**src/rtl/hazard_fwd_ctrl.sv**
```systemverilog
// Hazard and forwarding controller for the 5-stage pipeline.
// Tracks the register fields of the instructions in EX, MEM and WB and
// derives the load-use stall, the branch flush and the EX operand
// forwarding selects. Also keeps saturating stall/flush event counters.
module hazard_fwd_ctrl #(
    parameter int REG_W    = 5,
    parameter int ZERO_REG = 31,
    parameter int CNT_W    = 16
) (
    input  logic             clk,
    input  logic             reset,
    input  logic [REG_W-1:0] id_rn,
    input  logic [REG_W-1:0] id_rm,
    input  logic             id_rn_used,
    input  logic             id_rm_used,
    input  logic [REG_W-1:0] id_rd,
    input  logic             id_reg_write,
    input  logic             id_mem_read,
    input  logic             ex_br_taken,
    output logic             stall,
    output logic             flush,
    output logic [1:0]       fwd_a,
    output logic [1:0]       fwd_b,
    output logic [CNT_W-1:0] stall_cnt,
    output logic [CNT_W-1:0] flush_cnt
);

    localparam logic [REG_W-1:0] ZERO_ADDR = REG_W'(ZERO_REG);
    localparam logic [1:0] SEL_REGFILE = 2'b00;
    localparam logic [1:0] SEL_WB      = 2'b01;
    localparam logic [1:0] SEL_MEM     = 2'b10;

    // EX stage shadow
    logic [REG_W-1:0] ex_rn;
    logic [REG_W-1:0] ex_rm;
    logic             ex_rn_used;
    logic             ex_rm_used;
    logic [REG_W-1:0] ex_rd;
    logic             ex_reg_write;
    logic             ex_mem_read;
    // MEM stage shadow
    logic [REG_W-1:0] mem_rd;
    logic             mem_reg_write;
    // WB stage shadow
    logic [REG_W-1:0] wb_rd;
    logic             wb_reg_write;

    logic load_use;
    logic bubble;

    // Load-use detection, flush, and flush-over-stall priority.
    always_comb begin
        load_use = ex_mem_read && (ex_rd != ZERO_ADDR) &&
                   ((id_rn_used && (id_rn == ex_rd)) ||
                    (id_rm_used && (id_rm == ex_rd)));
        flush    = ex_br_taken;
        stall    = load_use && !ex_br_taken;
        bubble   = stall || flush;
    end

    // Operand forwarding: MEM result beats WB result; XZR never forwards.
    always_comb begin
        fwd_a = SEL_REGFILE;
        fwd_b = SEL_REGFILE;
        if (ex_rn_used && mem_reg_write && (mem_rd == ex_rn) && (mem_rd != ZERO_ADDR))
            fwd_a = SEL_MEM;
        else if (ex_rn_used && wb_reg_write && (wb_rd == ex_rn) && (wb_rd != ZERO_ADDR))
            fwd_a = SEL_WB;
        if (ex_rm_used && mem_reg_write && (mem_rd == ex_rm) && (mem_rd != ZERO_ADDR))
            fwd_b = SEL_MEM;
        else if (ex_rm_used && wb_reg_write && (wb_rd == ex_rm) && (wb_rd != ZERO_ADDR))
            fwd_b = SEL_WB;
    end

    // EX shadow: capture ID fields, or a bubble on stall/flush.
    always_ff @(posedge clk or posedge reset) begin
        if (reset) begin
            ex_rn        <= '0;
            ex_rm        <= '0;
            ex_rn_used   <= 1'b0;
            ex_rm_used   <= 1'b0;
            ex_rd        <= '0;
            ex_reg_write <= 1'b0;
            ex_mem_read  <= 1'b0;
        end else if (bubble) begin
            ex_rn        <= '0;
            ex_rm        <= '0;
            ex_rn_used   <= 1'b0;
            ex_rm_used   <= 1'b0;
            ex_rd        <= '0;
            ex_reg_write <= 1'b0;
            ex_mem_read  <= 1'b0;
        end else begin
            ex_rn        <= id_rn;
            ex_rm        <= id_rm;
            ex_rn_used   <= id_rn_used;
            ex_rm_used   <= id_rm_used;
            ex_rd        <= id_rd;
            ex_reg_write <= id_reg_write;
            ex_mem_read  <= id_mem_read;
        end
    end

    // MEM and WB shadows always advance; the branching EX entry moves on normally.
    always_ff @(posedge clk or posedge reset) begin
        if (reset) begin
            mem_rd        <= '0;
            mem_reg_write <= 1'b0;
            wb_rd         <= '0;
            wb_reg_write  <= 1'b0;
        end else begin
            mem_rd        <= ex_rd;
            mem_reg_write <= ex_reg_write;
            wb_rd         <= mem_rd;
            wb_reg_write  <= mem_reg_write;
        end
    end

    // Saturating event counters; they stick at all-ones rather than wrap.
    always_ff @(posedge clk or posedge reset) begin
        if (reset) begin
            stall_cnt <= '0;
            flush_cnt <= '0;
        end else begin
            if (stall && (stall_cnt != {CNT_W{1'b1}}))
                stall_cnt <= stall_cnt + CNT_W'(1);
            if (flush && (flush_cnt != {CNT_W{1'b1}}))
                flush_cnt <= flush_cnt + CNT_W'(1);
        end
    end

endmodule

```
**config.mk**
```make
export PLATFORM = sky130hd
export DESIGN_NAME = hazard_fwd_ctrl
export DESIGN_NICKNAME = d
export VERILOG_FILES = /design/src/rtl/hazard_fwd_ctrl.sv
export SDC_FILE = /design/constraint.sdc
export NUM_CORES = 1
export LEC_CHECK = 0
export BUFFER_PORTS_ARGS = -buffer_cell sky130_fd_sc_hd__buf_2
export CORE_ASPECT_RATIO = 0.7
export CORE_UTILIZATION = 58
export DETAILED_ROUTE_END_ITERATION = 16
export PLACE_DENSITY = 0.84
export SYNTH_ARGS = -nofsm -noshare
export SYNTH_HDL_FRONTEND = slang
export SYNTH_SLANG_ARGS = --single-unit
```
**constraint.sdc**
```tcl
create_clock -name clk -period 4.6 [get_ports clk]
set_input_delay 0.23 -clock clk [delete_from_list [all_inputs] [get_ports clk]]
set_output_delay 0.23 -clock clk [all_outputs]
set_load 0.05 [all_outputs]
```
* Word-level counts from Yosys, hierarchy flattened
Cells that the tools add are included.
** Cells by class
- Add/subtract/negate cells :: 2
- Multiply operators :: 0
- Divide/modulo/power cells :: 0
- $lt $le $gt $ge :: 0
- Equality and inequality tests :: 11
- Shifts and indexed selects :: 0
- Multiplexer cells :: 11
- Bitwise gates (word level) :: 0
- Reductions and logical operators :: 22
** Operators by type and width (count)
- $add A16 B1 Y16 const B :: 2
- $ne A16 B16 Y1 const B :: 2
- $eq A5 B5 Y1 :: 6
- $logic_and A1 B1 Y1 :: 19
- $mux W5 :: 3
- $ne A5 B5 Y1 const B :: 3
- $mux W1 :: 6
- $mux W2 :: 2
- $logic_or A1 B1 Y1 :: 2
- $logic_not A1 Y1 :: 1
** Storage, ports and cells
- Register bits after elaboration :: 63
- Latch bits :: 0
- Memory bits (writable) :: 0
- Bits in read-only memories :: 0
- Input bits :: 22
- Output and inout port bits :: 38
- Word-level logic and storage cells :: 59
- Memories kept :: 0

* Longest topological paths before layout
- Word-level depth :: 7
- Mapped depth :: 7
- Depth with buffers taken out :: 6

* Worst setup path after synthesis
No wires, ideal clock.
- Path kind :: register to output
- Start :: register mem_rd[0]
- End :: output fwd_b[0]
- Arrival time :: 2.392 ns
- Required time :: 4.370 ns
- Slack :: 1.978 ns
- Stages on the path, launching flop included :: 5
- Buffers on the path :: 0
- Cells stage by stage :: dfrtp_1 > xnor2_1 > nand4_1 > nor3_1 > nor3_1
** On the way
- Word-level cells in the longest chain between the ends :: 4
- Elaborated cells between the ends (all ways) :: 5
- Those cells by class :: 2 x eq/ne; 1 x mux; 2 x reduce/logical
** Ends and longest elaborated chain
- start, declared :: RTL line 42 : logic [REG_W-1:0] mem_rd;
- start signal, assigned :: RTL line 112 : mem_rd <= ex_rd;
- $eq A5 B5 Y1 :: RTL line 69 : if (ex_rm_used && mem_reg_write && (mem_rd == ex_rm) && (mem_rd != ZERO_ADDR))
- $logic_and A1 B1 Y1 :: RTL line 69
- $logic_and A1 B1 Y1 (*) :: RTL line 69
- $mux W2 (*) :: RTL line 69
- end, declared :: RTL line 23 : output logic [1:0] fwd_b,
Every way passes the cells marked *; elsewhere a longest branch is shown, timed or not.

* Worst setup path in the final report
- Start :: register ex_rd[4]
- End :: output stall
** On the way
- Word-level cells in the longest chain between the ends :: 5
- Elaborated cells between the ends (all ways) :: 9
- Those cells by class :: 3 x eq/ne; 6 x reduce/logical
** Ends and longest elaborated chain
- start, declared :: RTL line 38 : logic [REG_W-1:0] ex_rd;
- start signal, assigned :: RTL line 98 : ex_rd <= id_rd;
- $eq A5 B5 Y1, on equally long branches :: RTL line 54, 55
- $logic_and A1 B1 Y1, on equally long branches :: RTL line 54, 55
- $logic_or A1 B1 Y1 :: RTL line 54 : ((id_rn_used && (id_rn == ex_rd)) ||
- $logic_and A1 B1 Y1 (*) :: RTL line 53 : load_use = ex_mem_read && (ex_rd != ZERO_ADDR) &&
- $logic_and A1 B1 Y1 (*) :: RTL line 57 : stall = load_use && !ex_br_taken;
- end, declared :: RTL line 20 : output logic stall,
Marked as above.

==> out/metrics.cfg <==
[outcome]
outcome = finished, final reports clean

[clock_network]
ctsHtreeMaxLevel = 3
cts_setup_buffers = 0
ctsHoldBuffers = 0
clk_pin_slew_ns = 0.06
cts_buffers = 9
cts_resized = 0
cts_buffer_depth = 2
insertion_delay_ns = 0.33
root_buffer = clkbuf_8
cts_tree = built
cts_sinks = 63

[placed_design]
dpl.hpwl_mm = 4.05
dp_cells = 376
io_buffers = 59
gp_congestion = 0.819

[route]
first_pass_iters = 4
route.detailed.drc = 0
first_iter_violations = 164
drtAntennaViolNets = 0
drt-wirelength-per-cell_um = 14.4
vias_per_cell = 5.27
dr_total_vias = 2051
routed_wl_mm = 5.61

[logic_synthesis]
synth_edf_count = 0
synth_cell_types = 36
syn_nets = 276
syn_area_um2 = 2920
ys_warn_count = 0
synth-async-reset-ratio_pct = 100
ys_seq_elements = 63
synth_flop_cell = dfrtp_1
syn_avg_cell_area_um2 = 11.6
yosysSeqAreaShare_pct = 53.9
syn_inst = 252

[floorplanning]
initial_utilization_pct = 60.8
core_um2 = 4810
ios = 60
rows = 21
die_x_um = 86.8
die-area_um2 = 5330
dieHeight_um = 61.4

[setup_path]
crit_path_start = ex_rd[4]$_DFF_PP0_
critical_path_required_ns = 4.37
crit_slowest_cell = dfrtp_1
arrival_ns = 2.27
cp_slowest_stage_delay_ns = 0.43
path_cells = xor2_1 > nor4_2 > a32oi_2 > nor3_1 > buf_2
cp-start-kind = register
end_kind = output port
r2r_cells = 5
rr_endpoint = ex_rn[4]$_DFF_PP0_
worstSetupPathType = reg2out
r2r-start = ex_rd[4]$_DFF_PP0_
r2r_slack_ns = 2.37
path_max_fanout = 17

[global_route]
track_usage_pct = 23.6
antenna_found_initial = 0
grt_first_pass_wirelength_mm = 8.99
grt_overflow = 0
grt_pass1_vias = 1887
grt_max_degree = 64

[final_layout]
diodes = 0
instances_no_fill = 389
drive_gt1_share_pct = 26.9
nNetsFinal = 342
syn2layout_area_growth_pct = 17.2

[min_path]
min_from = id_rd[3]
holdPathStages = 2
whs_endpoint = ex_rd[3]$_DFF_PP0_
hp-class = in2reg

[pwr]
ir_worst_vdd_v = 0.000407
leakagePower_nw = 1.74
p_per_area_nw_per_um2 = 389

[timing]
drv_slew = 0
hold_viol_final = 0
timing.final.crit_share_pct = 54.4
setup_viol = 0
layout_min_cycle_time_ns = 2.50
clock.fmax_ghz = 0.399
setup_tns_ns = 0
rsz0062_at_grt = false
relSlewSlack_pct = 35.7
clock-skew-final_ns = 0.00360
tightest_slew_ns = 0.964

[job]
max_cap_viol_count = 0

## flip-flops by register name (all words and copies together) (netlist names)
register / count
mem_rd: 5
flush_cnt: 16
ex_rm_used: 1
wb_rd: 5
wb_reg_write: 1
ex_rm: 5
stall_cnt: 16
mem_reg_write: 1
ex_rn_used: 1
ex_rn: 5
ex_reg_write: 1
ex_rd: 5
ex_mem_read: 1
## cell usage after synthesis (2+ instances only)
master	count	area (um2)
xnor2_1	21	184
and3_1	4	25.0
and2_1	21	131
nor4b_1	2	17.5
nor4_2	3	37.5
nand4_1	7	43.8
and4_1	3	26.3
clkbuf_1	2	7.51
nor3_1	12	60.1
ha_1	2	25.0
xor2_1	38	333
nor4_4	2	42.5
o21ai_0	3	15.0
inv_1	4	15.0
buf_6	2	22.5
mux2_2	2	22.5
nor2_1	10	37.5
nand2_1	15	56.3
dfrtp_1	63	1580
nand3_1	15	75.1
nor4_1	6	37.5
## per-layer routing
metal	share of wire (%)	track usage, %
met1	46	31.7
met5	0	0
met4	1.1	7.62
met2	46	35.1
met3	6.4	10.2
## through the flow
| stage | utilization (%) | worst slack, ns | cell area [um2] | total power, mW | hold slack [ns] |
|---|---|---|---|---|---|
| floorplan | - | 1.98 | 2920 | 0.879 | 0.331 |
| global placement | 68.1 | 2.50 | 3270 | 0.944 | 0.333 |
| detailed placement | 68.1 | 2.44 | 3270 | 0.953 | 0.343 |
| CTS | 71.2 | 2.06 | 3430 | 1.34 | 0.0813 |
| global route | 71.2 | 1.91 | 3430 | 1.40 | 0.0809 |
| finish | 71.2 | 2.10 | 3430 | 1.33 | 0.0956 |
## critical path: cells and delay by family, from the launching register on
kind,cells,cell delay [ns]
xor gates and xnor gates,1,0.20
buffers and inverters,1,0.30
DFF,1,0.43
and+or+nand+nor,2,0.58
AOI/OAI and AO/OA,1,0.42
## worst max-delay path by stage
stage / end / cells after the start
2_1_floorplan: fwd_b[0] / 4
3_3_place_gp: ex_rn[1]$_DFF_PP0_ / 5
3_5_place_dp: ex_rn[4]$_DFF_PP0_ / 5
4_1_cts: stall / 5
5_1_grt: stall / 5
6_report: stall / 5
## placed cells by master (no fill, tap or decap), drive strengths merged, types with 7 or more instances in the layout
cell type,synthesis,final
nor2,10,10
nand3,16,16
clkbuf,2,11
and2,21,21
nand4,7,7
xnor2,21,21
xor2,38,38
nand2,16,16
dfrtp,63,63
nor3,12,12
buf,3,60
nor4,11,11
## cells by family (layout without fill, tap and decap cells)
group	Yosys count	count (layout)	share of synthesized area (%)
mux	2	2	0.770
compound gates	11	11	3.04
xor+xnor	59	59	17.7
fa+ha+maj	2	2	0.856
buf+inv	9	77	1.80
flops	63	63	53.9
simple gates	106	106	21.9
## layout make-up
type / count / area, um2
Clock buffer: 11 / 141
Clock inverter: 2 / 10.0
Fill cell: 346 / 1380
Inverter: 4 / 15.0
Multi-Input combinational cell: 180 / 1290
Sequential cell: 63 / 1580
Tap cell: 69 / 86.3
Timing Repair Buffer: 60 / 303
## power by group
| part | internal (mW) | switching (mW) |
|---|---|---|
| Combinational | 0.0870 | 0.191 |
| Clock | 0.199 | 0.191 |
| Sequential | 0.602 | 0.0603 |
| Total | 0.889 | 0.442 |
(Power assumes the default switching activity.)
